## src/rtl/gen_share_arbiter.sv

```systemverilog
// ---------------------------------------------------------------------------
// gen_share_arbiter
//
// Shares one resource among N_REQ replicated requesters. A requester raises
// its req bit. The arbiter answers with a registered one-hot grant. The
// grant is held until one of two things happens:
//   - the owner drops req or pulses its rel bit, or
//   - the hold limit MAX_HOLD runs out, which is a forced release.
// After every release there is a dead RECOVER cycle and then an IDLE
// evaluation, so two grants are always at least two cycles apart.
//
// The winner-selection scheme is fixed at elaboration:
//   - RR_EN = 1 : round-robin starting at a rotating pointer
//   - RR_EN = 0 : fixed priority, where the lowest index wins
//
// Parameters:
//   N_REQ    - number of requesters (2..16)
//   RR_EN    - 1 = round-robin, 0 = fixed priority
//   MAX_HOLD - maximum consecutive grant cycles (2..255)
//   IDW      - owner index width, derived from N_REQ
//
// Ports:
//   clk      - system clock, rising edge
//   rst_n    - asynchronous active-low reset
//   req      - per-requester level request
//   rel      - per-requester release; only the owner's bit is honoured
//   gnt      - registered one-hot grant
//   gnt_id   - index of the current owner, valid while busy
//   busy     - a grant is active (equals |gnt)
//   hold_cnt - cycles the current grant has been held, from 0
//   timeout  - one-cycle pulse when a grant is forcibly released
// ---------------------------------------------------------------------------
module gen_share_arbiter #(
    parameter int N_REQ    = 4,
    parameter int RR_EN    = 1,
    parameter int MAX_HOLD = 8,
    parameter int IDW      = $clog2(N_REQ)
) (
    input  logic             clk,
    input  logic             rst_n,
    input  logic [N_REQ-1:0] req,
    input  logic [N_REQ-1:0] rel,
    output logic [N_REQ-1:0] gnt,
    output logic [IDW-1:0]   gnt_id,
    output logic             busy,
    output logic [7:0]       hold_cnt,
    output logic             timeout
);

    typedef enum logic [1:0] {
        IDLE,
        GRANT,
        RECOVER
    } state_t;

    state_t           r_state;
    logic [N_REQ-1:0] r_gnt;
    logic [IDW-1:0]   r_gntId;
    logic [IDW-1:0]   r_ptr;
    logic             r_busy;
    logic [7:0]       r_holdCnt;
    logic             r_timeout;

    logic [N_REQ-1:0] w_fpSeen;
    logic [N_REQ-1:0] w_fpOneHot;
    logic [N_REQ-1:0] w_winOneHot;
    logic [IDW-1:0]   w_winIdx;
    logic [IDW-1:0]   w_ptrNext;
    logic             w_ownerRel;

    // Lowest-index priority over the raw request vector.
    // w_fpSeen[i] is set when any lower index is requesting, which blocks i.
    assign w_fpSeen[0] = 1'b0;

    for (genvar gi = 1; gi < N_REQ; gi++) begin : g_fpSeen
        assign w_fpSeen[gi] = w_fpSeen[gi-1] | req[gi-1];
    end

    for (genvar gi = 0; gi < N_REQ; gi++) begin : g_fpTerm
        assign w_fpOneHot[gi] = req[gi] & ~w_fpSeen[gi];
    end

    if (RR_EN != 0) begin : g_rr
        logic [N_REQ-1:0] w_mkReq;
        logic [N_REQ-1:0] w_mkSeen;
        logic [N_REQ-1:0] w_mkOneHot;

        // Round-robin is done in two tiers.
        // First, requests at or above the pointer compete on their own.
        // If there are none, the search has wrapped, and the plain lowest
        // index in the full vector is the correct winner.
        for (genvar gi = 0; gi < N_REQ; gi++) begin : g_mkTerm
            assign w_mkReq[gi]    = req[gi] & (gi >= int'(r_ptr));
            assign w_mkOneHot[gi] = w_mkReq[gi] & ~w_mkSeen[gi];
        end

        assign w_mkSeen[0] = 1'b0;

        for (genvar gi = 1; gi < N_REQ; gi++) begin : g_mkSeen
            assign w_mkSeen[gi] = w_mkSeen[gi-1] | w_mkReq[gi-1];
        end

        assign w_winOneHot = (|w_mkReq) ? w_mkOneHot : w_fpOneHot;
        assign w_ptrNext   = (w_winIdx == IDW'(N_REQ - 1)) ? '0 : w_winIdx + IDW'(1);
    end else begin : g_fp
        assign w_winOneHot = w_fpOneHot;
        assign w_ptrNext   = '0;
    end

    // Convert the one-hot winner to a binary owner index.
    always_comb begin
        w_winIdx = '0;
        for (int i = 0; i < N_REQ; i++) begin
            if (w_winOneHot[i]) begin
                w_winIdx = IDW'(i);
            end
        end
    end

    // The owner gives up the grant by pulsing rel or by withdrawing req.
    assign w_ownerRel = rel[r_gntId] | ~req[r_gntId];

    // Arbitration FSM. Every output is a register updated here.
    // A voluntary release is checked before the hold limit, so a release
    // that lands on the last allowed cycle never raises timeout.
    always_ff @(posedge clk or negedge rst_n) begin
        if (!rst_n) begin
            r_state   <= IDLE;
            r_gnt     <= '0;
            r_gntId   <= '0;
            r_ptr     <= '0;
            r_busy    <= 1'b0;
            r_holdCnt <= '0;
            r_timeout <= 1'b0;
        end else begin
            r_timeout <= 1'b0;
            case (r_state)
                IDLE: begin
                    if (|req) begin
                        r_gnt     <= w_winOneHot;
                        r_gntId   <= w_winIdx;
                        r_busy    <= 1'b1;
                        r_holdCnt <= '0;
                        r_ptr     <= w_ptrNext;
                        r_state   <= GRANT;
                    end
                end
                GRANT: begin
                    if (w_ownerRel) begin
                        r_gnt     <= '0;
                        r_busy    <= 1'b0;
                        r_holdCnt <= '0;
                        r_state   <= RECOVER;
                    end else if (r_holdCnt == 8'(MAX_HOLD - 1)) begin
                        r_gnt     <= '0;
                        r_busy    <= 1'b0;
                        r_holdCnt <= '0;
                        r_timeout <= 1'b1;
                        r_state   <= RECOVER;
                    end else begin
                        r_holdCnt <= r_holdCnt + 8'd1;
                    end
                end
                RECOVER: begin
                    r_state <= IDLE;
                end
                default: begin
                    r_state <= IDLE;
                end
            endcase
        end
    end

    assign gnt      = r_gnt;
    assign gnt_id   = r_gntId;
    assign busy     = r_busy;
    assign hold_cnt = r_holdCnt;
    assign timeout  = r_timeout;

endmodule

```

## config.mk

```make
export PLATFORM = sky130hd
export DESIGN_NAME = gen_share_arbiter
export DESIGN_NICKNAME = d
export VERILOG_FILES = /design/src/rtl/gen_share_arbiter.sv
export SDC_FILE = /design/constraint.sdc
export NUM_CORES = 1
export LEC_CHECK = 0
export ABC_CLOCK_PERIOD_IN_PS = 4800
export BUFFER_PORTS_ARGS = -buffer_cell sky130_fd_sc_hd__buf_2
export CAP_MARGIN = 25
export CORE_MARGIN = 8
export CORE_UTILIZATION = 28
export DETAILED_ROUTE_END_ITERATION = 7
export SETUP_SLACK_MARGIN = 0.3
export SLEW_MARGIN = 20
export SYNTH_ARGS = -nofsm -noshare
export SYNTH_HDL_FRONTEND = slang
export SYNTH_SLANG_ARGS = --single-unit
```

## constraint.sdc

```tcl
create_clock -name clk -period 4.8 [get_ports clk]
set_clock_uncertainty 0.1 [all_clocks]
set_input_delay 0.96 -clock clk [delete_from_list [all_inputs] [get_ports clk]]
set_output_delay 0.96 -clock clk [all_outputs]
set_load 0.1 [all_outputs]
```

# ---- After elaboration in Yosys (flattened, before gate mapping)
# Cells that the tools add are included.
dict set report word_totals {
  latchBits 0
  inputBits 10
  mem_count 0
  regBits 20
  word_cells 75
  out_inout_bits 16
  ram_bits 0
  romBits 0
}
dict set report op_classes {
  muxes 28
  reduce_logical 8
  shift 0
  n_mul 0
  addsub 2
  bitwise_logic 21
  div 0
  eq_ne 5
  order_cmp 4
}
# op n
set ops {}
lappend ops {{2-to-1 mux 8 bit} 3}
lappend ops {{2-to-1 mux 4 bit} 4}
lappend ops {{one-hot mux 8 bit (2 select lines)} 1}
lappend ops {{2-to-1 mux 2 bit} 6}
lappend ops {{AND 1 bit} 9}
lappend ops {{2-to-1 mux 1 bit} 9}
lappend ops {{adder 8 x 1 -> 8 bit (second input constant)} 1}
lappend ops {{equality test 8 x 3 -> 1 bit (second input constant)} 1}
lappend ops {{one-hot mux 4 bit (2 select lines)} 1}
lappend ops {{OR reduction 4 bit} 2}
lappend ops {{NOT 1 bit} 7}
lappend ops {{AND reduction 2 bit} 3}
lappend ops {{OR 1 bit} 5}
lappend ops {{binary-select mux 1 bit (select 2 bit)} 2}
lappend ops {{>= comparator 1 x 2 -> 1 bit (first input constant)} 2}
lappend ops {{one-hot mux 2 bit (2 select lines)} 1}
lappend ops {{less-than comparator 2 x 3 -> 1 bit (second input constant)} 1}
lappend ops {{!= test 3 bit (second input constant)} 1}
lappend ops {{AND reduction 3 bit} 1}
lappend ops {{adder 2 x 1 -> 2 bit (second input constant)} 1}
lappend ops {{equality test 2 x 1 -> 1 bit (second input constant)} 1}
lappend ops {{equality test 2 bit (second input constant)} 1}
lappend ops {{>= comparator 2 bit (first input constant)} 1}
lappend ops {{logical NOT 2 bit} 1}
lappend ops {{other kinds (3)} 3}

# ---- Longest topological paths before layout
dict set report logic_depth {
  ltp_word 12
  ltp_mapped 5
  ltp_nobuf 5
}

# ---- Least setup slack after synthesis
# No wires, ideal clock.
dict set report synth_timing {
  path_kind {register to register}
  start {register r_gntId[1] (netlist: gnt_id[1])}
  end {register r_gnt[3] (netlist: gnt[3])}
  required_time_ps 4560
  path_stages_with_launch 5
  setup_ps 140
  n_path_buf 1
  period_less_slack_ps 2299
  arrival_ps 2060
  path_slack_ps 2501
  cell_sequence {dfrtp_1 mux4_2 clkbuf_1 a21oi_4 o22ai_1}
}
dict set report synth_between {
  elab_chain_len 6
  word_cells_on_any_way 10
  cone_classes {eq/ne: 1; mux: 6; bitwise: 2; reduce/logical: 1}
}
# element line_no
set synth_lines {}
lappend synth_lines {{start, declared} 58} ;# logic [IDW-1:0] r_gntId;
lappend synth_lines {{start signal, assigned} 141} ;# r_gntId <= w_winIdx;
lappend synth_lines {{binary-select mux 1 bit (select 2 bit)} 121} ;# assign w_ownerRel = rel[r_gntId] | ~req[r_gntId];
lappend synth_lines {{2-to-1 mux 1 bit (not written as such)} 121}
lappend synth_lines {{NOT 1 bit} 121}
lappend synth_lines {{OR 1 bit (*)} 121}
lappend synth_lines {{!= test 3 bit (no source line) / 2-to-1 mux 4 bit (equally long branches)} n/a}
lappend synth_lines {{AND reduction 3 bit (no source line) / one-hot mux 4 bit (2 select lines) (equally long branches)} n/a}
lappend synth_lines {{end signal, assigned} 140} ;# r_gnt <= w_winOneHot;
lappend synth_lines {{end, declared} 57} ;# logic [N_REQ-1:0] r_gnt;
# Every way passes the cells marked *; elsewhere a longest branch is shown, timed or not. The select of a mux whose other input is x is not followed.
# A chain may end at the register's enable or synchronous reset.

# ---- Worst setup path in the final report
dict set report layout_timing {
  start {register r_holdCnt[2] (netlist: hold_cnt[2])}
  end {output hold_cnt[2]}
}
# element line_no
set layout_rtl {}
lappend layout_rtl {{start, declared} 61} ;# logic [7:0] r_holdCnt;
lappend layout_rtl {{start signal, assigned} 161} ;# r_holdCnt <= r_holdCnt + 8'd1;
lappend layout_rtl {{end, declared} 46} ;# output logic [7:0] hold_cnt,
# No word-level cell between the ends.

==> results_tabular.tex <==
\begin{tabular}{lr}
\hline
Metric & Value \\
\hline
\multicolumn{2}{l}{\textbf{Finish}} \\
Final nets & 155 \\
Area overhead of the layout relative to synthesis & 22.3\% \\
Most common cell after layout, fill and taps aside & buf\_2 \\
Number of fillers in the final layout & between 300 and 400 \\
Fraction of layout cells with a size suffix above 1 & roughly a quarter \\
Area taken by multi-input logic gates & approximately 560 um\^{}2 \\
Most used cells in the layout excluding fill and tap cells & buf\_2 (25), dfrtp\_1 (20), nand2\_1 (14), inv\_1 (8), nor2b\_1 (7) \\
Sequential cell area & 500 um\^{}2 \\
Diodes inserted & 0 \\
\multicolumn{2}{l}{\textbf{Place}} \\
Post-detail-place hpwl & a little over 2 mm \\
Input/output buffers & 25 \\
Placement Setup Slack & $\sim$2.3 ns \\
Weighted congestion reported at the end of routability-driven placement & between 0.7 and 0.8 \\
\multicolumn{2}{l}{\textbf{STA}} \\
Max-slew violation count & 0 \\
PnR worst setup slack & between 2 and 3 ns \\
Min Tclk post-route & roughly 2.3 ns \\
Worst Tran Pin Value & around 0.5 ns \\
Final hold violation count & 0 \\
Share of the clock period used by the worst path & 47.6\% \\
Final setup violation count & 0 \\
Setup repair after global routing missed its margin & false \\
Achievable frequency & around 440 MHz \\
Relative slew slack & between 60\% and 70\% \\
Setup\_tns & 0 ns \\
\multicolumn{2}{l}{\textbf{Logic synthesis}} \\
Avg Synthesized Cell Area & $\sim$9.4 um\^{}2 \\
Fraction of synthesized cell area taken by the top area cell type & approximately 46\% \\
YS warnings & 0 \\
Post-synthesis cell type with the largest combined area & dfrtp\_1 \\
Gate count after technology mapping & about 120 \\
Top cells by area in the synthesized netlist & dfrtp\_1 (46\%), nand2\_1 (4.8\%), nor2b\_1 (4.0\%) \\
Synth Cell Area & between 1000 and 1500 um\^{}2 \\
Yosys reg bits & 20 \\
Synthesized netlist net count & approximately 130 \\
Number of distinct library cell variants in the gate-level netlist after synthesis & 37 \\
Fraction of the yosys area taken by sequential cells & 45.6\% \\
\multicolumn{2}{l}{\textbf{Route}} \\
Number of DRC violations after detailed-routing iteration 0 & 63 \\
Via count normalized by instance count & around 5 \\
First-pass iteration count of the detailed router & 4 \\
Vias after detailed routing & between 900 and 1000 \\
Average wire per standard cell & roughly 14 um \\
Total routed wirelength & 2.62 mm \\
Remaining routing DRC violations & 0 \\
Number of nets with antenna violations after routing & 0 \\
\multicolumn{2}{l}{\textbf{Job}} \\
Max-Cap Viols & 0 \\
\multicolumn{2}{l}{\textbf{Pwr}} \\
PnR Total Power & roughly 940 uW \\
Power Dens Cells & 700 nW/um\^{}2 \\
Leakage & roughly 0.61 nW \\
Peak VDD IR & around 0.00027 V \\
\multicolumn{2}{l}{\textbf{Clocking}} \\
Maximum count of clock buffers along a single path & 2 \\
Cell at the root of the clock tree & clkbuf\_8 \\
Buffers inserted by post-CTS timing repair & 0 \\
Number of hold-repair buffers added at the cts stage & 0 \\
Register clock-pin slew on the reported worst setup and hold paths & 0.08 ns \\
Number of buffers created by CTS & 3 \\
TritonCTS clock tree & yes \\
H-tree levels & 1 \\
Clock latency of the later-clocked register in the worst-skew pair & $\sim$0.26 ns \\
Number of sinks on the clock net & 20 \\
Count of cells resized by post-cts repair & 0 \\
\multicolumn{2}{l}{\textbf{Global route}} \\
First-pass GRT wire length & 4.44 mm \\
Vias in the first global route & 985 \\
Maximum number of pins on one net before global-route repair & 21 \\
Aggregate global routing overflow & 0 \\
Antenna violations before repair & 0 \\
Overall routing resource usage & 8.65\% \\
\multicolumn{2}{l}{\textbf{Critical path}} \\
Maximum fanout along the worst path & 8 \\
Cell-by-cell listing of the critical path & buf\_2 \\
Worst Path Class, Setup & reg -> out \\
Arrival time of the worst setup path & $\sim$1.2 ns \\
Critical Path Source Type & register \\
Data required time at the worst endpoint & roughly 3.7 ns \\
Slowest CP cell & dfrtp\_1 \\
Largest delay contributor family on the critical path & flip-flops \\
Largest stage delay, worst path & roughly 0.48 ns \\
CP Capture Type & output port \\
Worst path bufs/invs & 1 \\
\multicolumn{2}{l}{\textbf{Floorplan}} \\
Area of the core & between 3000 and 4000 um\^{}2 \\
Site row count & 22 \\
Number of top-level pins & 26 \\
Die height & 78.6 um \\
Floorplan die area & between 6000 and 7000 um\^{}2 \\
Die Width & 78.6 um \\
Initial cell density of the core & between 20 and 30\% \\
\multicolumn{2}{l}{\textbf{Run status}} \\
Outcome & finished, final reports clean \\
\multicolumn{2}{l}{\textbf{Hold path}} \\
Class of the tightest hold or removal check & reg -> reg \\
\hline
\end{tabular}
[worst paths after layout]
| check | start | cells past startpoint | slack, ns | to |
|---|---|---|---|---|
| setup / recovery | hold_cnt[2] | 1 | 2.52 | hold_cnt[2] |
| min in group asynchronous | rst_n | 1 | 0.53 | gnt[0] |
| setup reg to reg | hold_cnt[5] | 4 | 2.89 | gnt[3] |
| hold / removal | gnt[0] | 2 | 0.42 | gnt[0] |
| max in group asynchronous | rst_n | 1 | 3.77 | gnt_id[0] |
| hold reg to reg | gnt[0] | 2 | 0.42 | gnt[0] |
[where the power goes]
group | switching, mW | internal (mW) | leakage, nW
Combinational | 0.391 | 0.115 | 0.308
Sequential | 0.0490 | 0.218 | 0.263
Clock | 0.0568 | 0.111 | 0.0357
[through the flow]
| stage | instances | util [%] | hold WS [ns] | area, um^2 |
|---|---|---|---|---|
| after floorplan | 117 | - | 0.472 | 1100 |
| after global placement | 187 | 34.2 | 0.412 | 1270 |
| after detailed placement | 187 | 34.2 | 0.417 | 1270 |
| after CTS | 191 | 36.2 | 0.432 | 1340 |
| after global routing | 191 | 36.2 | 0.462 | 1340 |
| final | 191 | 36.2 | 0.423 | 1340 |
[logic make-up (layout without fill, tap and decap cells)]
kind of cell,after synthesis,in the layout,share of synthesized area [%]
AO/OA/AOI/OAI,34,34,23.1
adder cells (fa/ha/maj),1,1,1.14
buffers and inverters,11,37,3.76
flip-flops,20,20,45.6
multiplexers,1,1,2.05
AND/OR/NAND/NOR,50,50,24.4
[cell usage after synthesis, drive strengths merged]
cell / instances
dfrtp: 20
nand2: 15
inv: 8
nor2b: 7
nand3: 6
nor2: 6
o21ai: 6
a21oi: 5
o211ai: 5
o22ai: 5
a31oi: 4
nor3: 4
clkbuf: 3
and2: 2
nand2b: 2
nand4b: 2
o31a: 2
or4: 2
a211oi: 1
a21boi: 1
a21o: 1
a31o: 1
a32o: 1
and3: 1
ha: 1
mux4: 1
nand4: 1
nor3b: 1
o21a: 1
o21bai: 1
or3: 1
[worst register-to-register path: cells and delay by family (launching register included)]
| family | cells | cell delay (ns) |
|---|---|---|
| compound gates | 3 | 0.65 |
| simple gates | 1 | 0.57 |
| flops | 1 | 0.45 |
[sequential cells by signal, indices dropped and copies added, names as in the netlist]
name      cells
r_state       2
hold_cnt      8
r_ptr         2
gnt           4
gnt_id        2
busy          1
timeout       1
[routing by layer]
metal | track usage, % | share of wire [%] | vias to the layer above
li1 | - | - | 478
met1 | 9.14 | 40 | 475
met2 | 15.9 | 54 | 21
met3 | 1.71 | 4.5 | 5
met4 | 4.26 | 1.5 | 0
met5 | 0 | 0 | -
[layout make-up]
cell class | count | area share, %
multi-input cells | 86 | 41.4
flip-flops and latches | 20 | 37.2
repair buffers | 25 | 9.31
well taps | 48 | 4.47
clock buffers | 3 | 3.07
clock inverters | 1 | 2.23
inverters | 8 | 2.23
Power figures use the tool's default switching activity.
